`config.mk`:
```
export PLATFORM = sky130hd
export DESIGN_NAME = logic_seq
export DESIGN_NICKNAME = d
export VERILOG_FILES = /design/src/rtl/logic_seq.sv
export SDC_FILE = /design/constraint.sdc
export NUM_CORES = 1
export LEC_CHECK = 0
export ABC_AREA = 1
export CAP_MARGIN = 10
export CORE_MARGIN = 5
export CORE_UTILIZATION = 33
export CTS_BUF_LIST = sky130_fd_sc_hd__clkbuf_8
export DETAILED_ROUTE_END_ITERATION = 6
export HOLD_SLACK_MARGIN = 0.03
export PLACE_DENSITY_LB_ADDON = 0.08
export REMOVE_ABC_BUFFERS = 1
export SETUP_SLACK_MARGIN = 0.5
export SLEW_MARGIN = 20
export SYNTH_ARGS = -nofsm -noshare
export SYNTH_HDL_FRONTEND = slang
export SYNTH_SLANG_ARGS = --single-unit
export TNS_END_PERCENT = 1
```
`constraint.sdc`:
```
create_clock -name clk -period 5.45 [get_ports clk]
set_clock_uncertainty 0.2 [all_clocks]
set_input_delay 1.09 -clock clk [delete_from_list [all_inputs] [get_ports clk]]
set_output_delay 1.09 -clock clk [all_outputs]
set_load 0.05 [all_outputs]
```
`src/rtl/logic_seq.sv`:
```
// logic_seq: four-register sequencer that issues operands to an external 8-bit
// logic unit, captures its result one cycle later and writes it back.
// Each instruction takes IDLE -> EXEC -> WB; register preloads are only taken in IDLE.
module logic_seq (
  input  logic       clk,
  input  logic       rst,
  input  logic       inst_valid,
  output logic       inst_ready,
  input  logic [1:0] inst_op,
  input  logic [1:0] inst_rd,
  input  logic [1:0] inst_ra,
  input  logic [1:0] inst_rb,
  input  logic       ld_we,
  input  logic [1:0] ld_addr,
  input  logic [7:0] ld_data,
  input  logic [1:0] rd_addr,
  output logic [7:0] rd_data,
  output logic [7:0] op_A,
  output logic [7:0] op_B,
  output logic [1:0] op_mux,
  input  logic [7:0] Func,
  output logic       res_valid,
  output logic [7:0] res_data,
  output logic [1:0] res_rd,
  output logic       res_zero
);

  typedef enum logic [1:0] {
    IDLE = 2'd0,
    EXEC = 2'd1,
    WB   = 2'd2
  } state_t;

  state_t     state;
  state_t     state_nxt;
  logic [7:0] regs [4];
  logic [1:0] pend_rd;
  logic       accept;

  assign rd_data = regs[rd_addr];

  // State register.
  always_ff @(posedge clk or posedge rst) begin
    if (rst) state <= IDLE;
    else     state <= state_nxt;
  end

  // Handshake, writeback strobe and next-state selection.
  always_comb begin
    state_nxt  = state;
    inst_ready = 1'b0;
    accept     = 1'b0;
    res_valid  = 1'b0;
    case (state)
      IDLE: begin
        // A preload in the same cycle blocks acceptance, so operands never need a bypass.
        inst_ready = ~ld_we & ~rst;
        accept     = inst_ready & inst_valid;
        if (accept) state_nxt = EXEC;
      end
      EXEC: state_nxt = WB;
      WB: begin
        res_valid = 1'b1;
        state_nxt = IDLE;
      end
      default: state_nxt = IDLE;
    endcase
  end

  // Register file: preload in IDLE, result writeback in WB.
  always_ff @(posedge clk or posedge rst) begin
    if (rst) begin
      regs <= '{default: '0};
    end else if (state == IDLE && ld_we) begin
      regs[ld_addr] <= ld_data;
    end else if (state == WB) begin
      regs[res_rd] <= res_data;
    end
  end

  // Operand capture at acceptance, result capture in EXEC, operand clear after WB.
  always_ff @(posedge clk or posedge rst) begin
    if (rst) begin
      op_A     <= '0;
      op_B     <= '0;
      op_mux   <= '0;
      pend_rd  <= '0;
      res_data <= '0;
      res_rd   <= '0;
      res_zero <= 1'b0;
    end else begin
      case (state)
        IDLE: begin
          if (accept) begin
            op_A    <= regs[inst_ra];
            op_B    <= regs[inst_rb];
            op_mux  <= inst_op;
            pend_rd <= inst_rd;
          end
        end
        EXEC: begin
          res_data <= Func;
          res_zero <= (Func == 8'h00);
          res_rd   <= pend_rd;
        end
        WB: begin
          op_A   <= '0;
          op_B   <= '0;
          op_mux <= '0;
        end
        default: ;
      endcase
    end
  end

endmodule

```
==> run summary <==
Drt pass-1 iters - 5
Initial Util - 33.9%
Reg2Reg Setup Slack - 2.79 ns
Max-cap violations - 0
Final nets - 658
Slew Limit Fails - 0
Synth top area share - 41.7%
Die ar. - 0.0141 mm2
P_leak - 2.38 nW
Min-Delay Path Class - flip-flop to flip-flop
Top_reg_cell synth - dfrtp_1
Max stage delay on crit path - 0.84 ns
Dpl cell area - 0.00465 mm2
ANT nets after route - 0
Number of synthesized flops with an enable pin - 0
Cell taking the most area after synthesis - dfrtp_1
Fin area - 0.00485 mm2
Register bit total from synthesis - 65
First-pass GRT wire length - 21800 um
Crit path required time - 4.16 ns
Final Util - 42.1%
Final hold violation count - 0
Total grt overflow - 0
Initial antenna violation count - 0
Top sig layer - met4
Slew @ Worst Pin - 0.793 ns
CTS clock-pin slew for the worst setup and hold paths - 0.07 ns
Crit path kind - input port to primary output
CP Cell Sequence - clkdlybuf4s50_1, inv_1, o21ai_0, o22ai_1, clkdlybuf4s50_1
RePlAce Congestion - 0.890
Drt total wl - 13100 um
Endpoints failing setup - 0
Max Root-Sink Buffers - 2
Slowest CP cell - clkdlybuf4s50_1
CP arrival - 3.40 ns
Htree depth - 3
Setup TNS - 0 ns
Mapped cell area - 0.00390 mm2
Filler cells - 1234
Seq/Total Area, Yosys - 41.7%
Post CTS Setup Buffer Count - 0
Skew-Pair Late Insertion Delay - 0.36 ns
Status - completed
Clock sink count - 65
Critical path's most frequent cell - clkdlybuf4s50_1
DR iter-0 viols - 323
Yosys cell types - 22
Port bufs - 70
DR vias/cell - 5.33
Peak VDD IR - 0.198 mV
Diodes inserted - 0
Fmax - 213 MHz
PwrDens - 362 mW/mm2
Area added between synthesis and finish - 24.2%
CTS Buf Count - 9
Met3 WL - 794 um
RSZ-0062 raised after global routing - no
CTS tree - built
Syn Area/Cell - 6.86 um2
Cell count after synthesis - 569
CP Launch Type - input port
Site Rows - 39
Period utilization - 86.0%
Root Buffer - clkbuf_8
Largest net degree at the start of global routing - 44
Crit Path Max Fanout - 17
Hold Buf Count CTS - 0
Chip width - 119 um
Max_slew headroom - 47.1%
Largest cells by area after synthesis - dfrtp_1, nand2_1, nand3_1
# resized after CTS - 0
Async SR Flop Fraction - 100%
Tmin final - 4.69 ns
Placeable core area - 0.0115 mm2
Met2 WL - 5870 um
IO Pins - 71
Vias in the first global route - 4039
Detailed placer's ending HPWL - 9530 um
Die Y - 119 um
DRT met1 WL - 6100 um
Gr usage total - 19.4%
DRC - 0
DR WL/cell - 16.9 um
Crit path capture type - primary output
Layout cells sized above 1 - 6.51%
Syn. warnings - 0
Via count - 4120
## cells in the mapped netlist (2+ instances only)
cell	count
buf_6	3
nand2_1	222
nand2_2	9
buf_4	4
nor2_4	2
inv_2	4
nand4_1	24
nor3_1	3
nand3_1	123
o21ai_1	6
nor2_2	7
o21ai_0	21
o22ai_1	8
clkbuf_1	8
nor2_1	25
buf_1	3
inv_1	21
dfrtp_1	65
buf_2	8
## layer usage
layer,GRT usage [%],vias up
li1,-,2014
met3,3.44,28
met4,8.76,0
met2,29.7,162
met5,0,-
met1,26.7,1916
## worst max-delay path: cells and delay by family
kind	cells	cell delay (ns)
buffers and inverters	3	1.99
AOI/OAI and AO/OA	2	0.32
## sequential cells by signal (all words and copies together) (netlist names)
signal,count
regs,32
op_A,8
op_B,8
res_data,8
op_mux,2
pend_rd,2
res_rd,2
state,2
res_zero,1
## worst paths after layout
path,start,end,cells after the start
setup / recovery,rd_addr[0],rd_data[3],5
hold / removal,res_zero,res_zero,2
setup reg to reg,state[0],regs[10],7
hold reg to reg,res_zero,res_zero,2
max in group asynchronous,rst,op_B[3],3
min in group asynchronous,rst,state[0],2
## kinds of logic (layout without fill, tap and decap cells)
family                 after synthesis  after routing  synth area share (%)
AOI/OAI and AO/OA                   37             37                  5.09
buffers and inverters               51            112                  6.12
DFF                                 65             65                  41.7
and+or+nand+nor                    416            416                  47.1
## cell usage in the layout (no fill, tap or decap), types with 7 or more instances in the layout
cell type and count:
clkbuf_8 11, clkdlybuf4s50_1 70, dfrtp_1 65, inv_1 21, nand2_1 222, nand2_2 9
nand3_1 123, nand4_1 24, nor2_1 25, nor2_2 7, o21ai_0 21, o22ai_1 8
## layout make-up
cell class / count / area, um2 / area share, %
Multi-Input combinational cell: 453 / 2040 / 42.0
Sequential cell: 65 / 1630 / 33.5
Timing Repair Buffer: 72 / 716 / 14.8
Tap cell: 143 / 179 / 3.69
Clock buffer: 11 / 151 / 3.12
Inverter: 25 / 95.1 / 1.96
Clock inverter: 4 / 43.8 / 0.903
## through the flow
stage / hold slack (ns) / setup WS (ns) / total power [mW] / std cells
floorplan: 0.283 / 1.96 / 1.09 / 543
global placement: 0.267 / 0.830 / 1.34 / 758
detailed placement: 0.265 / 0.776 / 1.34 / 758
CTS: 0.293 / 0.762 / 1.78 / 773
global route: 0.305 / 0.598 / 1.86 / 773
finish: 0.289 / 0.762 / 1.76 / 773
## report_power, final
part / switching (mW) / internal (mW)
Clock: 0.194 / 0.231
Combinational: 0.410 / 0.213
Sequential: 0.131 / 0.580
(Power assumes the default switching activity.)
==> RTL change 1 (config.mk and constraints unchanged) <==
Encoding of `state_t`: now one-hot (3 bits for 3 states).
--- a/src/rtl/logic_seq.sv
+++ b/src/rtl/logic_seq.sv
@@ -25,10 +25,10 @@
   output logic       res_zero
 );
 
-  typedef enum logic [1:0] {
-    IDLE = 2'd0,
-    EXEC = 2'd1,
-    WB   = 2'd2
+  typedef enum logic [2:0] {
+    IDLE = 3'b001,
+    EXEC = 3'b010,
+    WB   = 3'b100
   } state_t;
 
   state_t     state;
Check against the original RTL: same outputs for any inputs over 4 cycles, from zero or initial values and one cycle with rst high; so few cycles prove little.
==> RTL change 1 against the unedited design <==
  * Fmax increased by 4.6%
  * Global-route usage is 1.1 points lower
  * Synthesized area up 5.1%
  * Sequential cell count up 1
  * Worst hold slack lost 13 ps
  * Core utilization increased by 0.23 points
  * Power barely moved
  * Clock power down 3%
  * Cell count up 12%
  * Design area is 5.8% higher
  * Worst setup slack better by 210 ps
  * Wire length down 1.1%
==> RTL change 1: results (changes against the unedited design) <==
| Metric | Value |
|---|---|
| Status | `finished clean` |
| Post-synth top area share | `39.6% (-2.0 points)` |
| Leakage | `2.63 nW (+10%)` |
| Prevailing post-synth register cell | `dfrtp_1` |
| Peak supply drop | `0.154 mV (-22%)` |
| CP max FO | `24 (+7)` |
| Met2 usage | `28.0% (-1.7 points)` |
| Cell Count, Final, Fillers Out | `866 (+12%)` |
| Top cells by count, synth | `nand2_1, nor2_1, dfrtp_1` |
| P_sw | `0.742 mW (+0.92%)` |
| Clock root cell | `clkbuf_8` |
| Total routed wirelength | `12,900 um (-1.1%)` |
| Post-synthesis compound-gate area fraction | `12.3% (+7.2 points)` |
| Cell depth of the worst flop-to-flop path | `7 (unchanged)` |
| Count of cell types in the netlist | `21 (-4.5%)` |
| Syn Inst Count | `636 (+12%)` |
| M3 GR Usage | `3.36% (-0.082 points)` |
| Proportion of layout cells with a drive suffix above 1 | `5.59% (-0.92 points)` |
| Placer Congestion | `0.866 (-2.7%)` |
| Sequential element share of the synthesized area | `40.3% (-1.4 points)` |
| First-pass GRT wire length | `21,300 um (-2.3%)` |
| Post-route cell area | `5130 sq um (+5.8%)` |
| Placed cell count | `851 (+12%)` |
| Iter 0 DRT Violations | `366 (+13%)` |
| Dpl hpwl | `9360 um (-1.8%)` |
| Largest net degree at the start of global routing | `67 (+52%)` |
| Filler cells | `1,349 (+9.3%)` |
| Total Routing Usage GR | `18.3% (-1.1 points)` |
| Vias in the first global route | `3,962 (-1.9%)` |
| Vias per inst | `4.77 (-11%)` |
| Placed Area | `4930 sq um (+6.0%)` |
| Slew @ Worst Pin | `1060 ps (+265 ps)` |
| Met1 Use GR | `26.0% (-0.72 points)` |
| Worst slack at placement | `944 ps (+168 ps)` |
RTL change 1: cell types whose count changed after synthesis, sizes merged, moves of 10 or more:
cell    unedited run  this run
nand3            124        38
nand2            231       279
nor2              34        75
a21oi              1        40
inv               25        49
nand4             24         6
o211ai             0        16
clkbuf             8        18
RTL change 1: layer usage:
layer | wire length (um) | up-vias
met2 | 5720 | 123
met4 | 166 | 0
li1 | - | 2127
met5 | 0 | -
met3 | 676 | 12
met1 | 6380 | 1866
RTL change 1: cell families (layout without fill, tap and decap cells):
family,after synthesis,count (layout)
buffers and inverters,76,138
and+or+nand+nor,401,401
DFF,66,66
AOI/OAI and AO/OA,93,93
RTL change 1: final timing paths:
| check | end | slack [ps] | startpoint |
|---|---|---|---|
| worst max-delay path | rd_data[4] | 970 | rd_addr[0] |
| worst max register to register | op_A[6] | 3280 | state[2] |
| worst min-delay path | op_A[1] | 280 | op_A[1] |
| worst min register to register | op_A[1] | 280 | op_A[1] |
| max in group asynchronous | regs[13] | 3330 | rst |
| min in group asynchronous | res_data[3] | 1160 | rst |
RTL change 1: power groups by stage:
stage | clock network, mW | registers [mW] | logic [mW]
after CTS | 0.429 | 0.661 | 0.687
final | 0.414 | 0.661 | 0.685
after detailed placement | 0 | 0.669 | 0.684
after floorplan | 0 | 0.826 | 0.273
after global placement | 0 | 0.669 | 0.677
after global routing | 0.449 | 0.674 | 0.749
RTL change 1: area by class of cell:
class | instances | area share (%)
Clock buffer | 10 | 2.68
Clock inverter | 5 | 0.927
Inverter | 49 | 3.59
Multi-Input combinational cell | 494 | 42.2
Sequential cell | 66 | 32.2
Tap cell | 168 | 4.10
Timing Repair Buffer | 74 | 14.3
RTL change 1: critical path, delay by kind of cell:
kind / cells / cell delay, ps
AO/OA/AOI/OAI: 3 / 500
buffers and inverters: 3 / 1600
==> RTL change 2 (same settings) <==
Without the edit above. Reset style: synchronous (`rst`), changed in 3 clocked blocks.
--- a/src/rtl/logic_seq.sv
+++ b/src/rtl/logic_seq.sv
@@ -40,7 +40,7 @@
   assign rd_data = regs[rd_addr];
 
   // State register.
-  always_ff @(posedge clk or posedge rst) begin
+  always_ff @(posedge clk) begin
     if (rst) state <= IDLE;
     else     state <= state_nxt;
   end
@@ -68,7 +68,7 @@
   end
 
   // Register file: preload in IDLE, result writeback in WB.
-  always_ff @(posedge clk or posedge rst) begin
+  always_ff @(posedge clk) begin
     if (rst) begin
       regs <= '{default: '0};
     end else if (state == IDLE && ld_we) begin
@@ -79,7 +79,7 @@
   end
 
   // Operand capture at acceptance, result capture in EXEC, operand clear after WB.
-  always_ff @(posedge clk or posedge rst) begin
+  always_ff @(posedge clk) begin
     if (rst) begin
       op_A     <= '0;
       op_B     <= '0;
Function: differs if rst is asserted again (counterexample within 4 cycles, from zero or initial values and one cycle with rst high); with rst held inactive, the same outputs for 4 cycles.
==> RTL change 2 against the unedited design <==
  * Wire length is 3.7% higher
  * Via count is 7.1% higher
  * Worst setup slack better by 110 ps
  * First-iteration DRC count is 2.8% higher
  * Sequential cell count stayed put
  * Synthesized cell count is 17% higher
  * Cell count is 12% higher
  * Critical path depth is 1 higher
  * Synthesized area is 0.32% higher
  * Count of clock-buffer cells in the layout stayed put
  * Design area is 0.83% higher
  * Largest cell class unchanged
  * Highest routed layer unchanged
Power is not compared: it rests on default switching activity, and its combinational part moved more than twofold at a synthesized area within 25%.
==> RTL change 2: results (changes against the unedited design) <==
| Metric | Value |
|---|---|
| Count of cell types in the netlist | `19 (-14%)` |
| Total CTS buffers | `9 (unchanged)` |
| Arrival time worst endpoint | `3290 ps (-110 ps)` |
| R2R Path Start | `state[0]` |
| Clock transition at the registers of the reported paths | `70 ps (about the same)` |
| Filler cells | `1,279 (+3.6%)` |
| Status | `finished clean` |
| Max incr delay on CP | `840 ps (about the same)` |
| Clk buf depth | `2 (unchanged)` |
| Worst slack at placement | `858 ps (+81.2 ps)` |
| Slew @ Worst Pin | `837 ps (+43.7 ps)` |
| CP max FO | `24 (+7)` |
| Clock root cell | `clkbuf_8` |
| Initial antenna violation count | `0 (unchanged)` |
| Cell depth of the worst flop-to-flop path | `5 (-2)` |
| Total Routing Usage GR | `19.6% (+0.25 points)` |
| Peak supply drop | `0.112 mV` |
| Vias per inst | `5.12 (-4.0%)` |
| Dpl hpwl | `10,000 um (+4.9%)` |
| Pre-Repair DR Iteration Count | `5 (unchanged)` |
| H-tree depth | `3 (unchanged)` |
| Proportion of layout cells with a drive suffix above 1 | `5.29% (-1.2 points)` |
| Post-synthesis async set-or-reset flop share | `0% (-100 points)` |
| Ant. Diodes | `0 (unchanged)` |
| Largest cells by area after synthesis | `dfxtp_1, nand2_1, nand3_1` |
| Placer Congestion | `0.876 (-1.6%)` |
| Crit-path slowest cell | `clkdlybuf4s50_1` |
| Postcts setup bufs | `0 (unchanged)` |
| HP Class | `register to register` |
| Leakage | `2.35 nW` |
| Sequential element share of the synthesized area | `33.2% (-8.4 points)` |
| Synthesis Warnings | `0 (unchanged)` |
| Fin nets | `746 (+13%)` |
| Hold endpoint | `pend_rd[0]` |
| Vias in the first global route | `4,219 (+4.5%)` |
| Worst reg2reg setup slack | `2690 ps (-100 ps)` |
| HP Start | `pend_rd[0]` |
| CTS resizes | `0 (unchanged)` |
| First-pass GRT wire length | `22,200 um (+1.9%)` |
| Largest net degree at the start of global routing | `38 (-14%)` |
| Prevailing post-synth register cell | `dfxtp_1` |
| Total routed wirelength | `13,600 um (+3.7%)` |
| Iter 0 DRT Violations | `332 (+2.8%)` |
| Top cells by count, synth | `nand2_1, nand3_1, nor2_1` |
| Hold Path Stages | `2 (unchanged)` |
| Max reg flops | `32 (unchanged)` |
| Hold slack | `275 ps (-14.2 ps)` |
| FF-to-FF End | `op_A[0]` |
==> RTL change 2: changes by cell type after synthesis, sizes merged, moves of 9 or more <==
cell,unedited run,this run
nand2,231,222
a21oi,1,50
nor2,34,85
nand3,124,100
inv,25,60
o21ai,28,19
clkbuf,8,18
dfxtp,0,65
dfrtp,65,0
==> RTL change 2: per-layer routing <==
metal | GRT usage, % | vias up | share of wire [%]
li1 | - | 2239 | -
met1 | 25.2 | 2016 | 45
met2 | 32.1 | 126 | 46
met3 | 3.65 | 30 | 5.2
met4 | 8.91 | 0 | 3.4
met5 | 0 | - | 0
==> RTL change 2: how the worst max path moves through the flow <==
| stage | slack (ps) | end | start |
|---|---|---|---|
| after detailed placement | 860 | rd_data[0] | rd_addr[0] |
| after global routing | 770 | rd_data[6] | rd_addr[0] |
| after global placement | 950 | rd_data[6] | rd_addr[0] |
| after CTS | 850 | rd_data[0] | rd_addr[0] |
| final | 870 | rd_data[0] | rd_addr[0] |
| after floorplan | 1850 | rd_data[0] | rd_addr[0] |
==> RTL change 2: cell families after synthesis <==
group	share of synthesized area (%)
flops	33.2
buf+inv	9.87
simple gates	47.9
compound gates	9.01
==> RTL change 2: area by class of cell <==
cell class	count	area, sq um	area share, %
clock buffer	11	151	3.10
clock inverter	5	71.3	1.46
inverter	60	228	4.66
multi-input combinational	504	2230	45.6
sequential	65	1300	26.6
tap	143	179	3.66
timing repair buffer	74	731	14.9
==> RTL change 2: worst register-to-register path, delay by kind of cell (launching register included) <==
kind | cells | cell delay [ps]
buffers and inverters | 1 | 590
AOI/OAI and AO/OA | 1 | 130
DFF | 1 | 390
and+or+nand+nor | 3 | 1370
==> RTL change 2: power by group <==
| part | leakage [nW] | switching (mW) | internal [mW] |
|---|---|---|---|
| clock | 0.123 | 0.191 | 0.278 |
| sequential | 0.528 | 0.0152 | 0.494 |
| combinational | 1.69 | 0.185 | 0.0898 |
| total | 2.35 | 0.392 | 0.861 |
==> RTL change 2: metrics by stage <==
| stage | std cells | cell area (sq um) |
|---|---|---|
| 4_1_cts | 862 | 4890 |
| 6_report | 862 | 4890 |
| 3_3_place_gp | 846 | 4670 |
| 3_5_place_dp | 846 | 4670 |
| 2_1_floorplan | 629 | 3760 |
| 5_1_grt | 862 | 4890 |
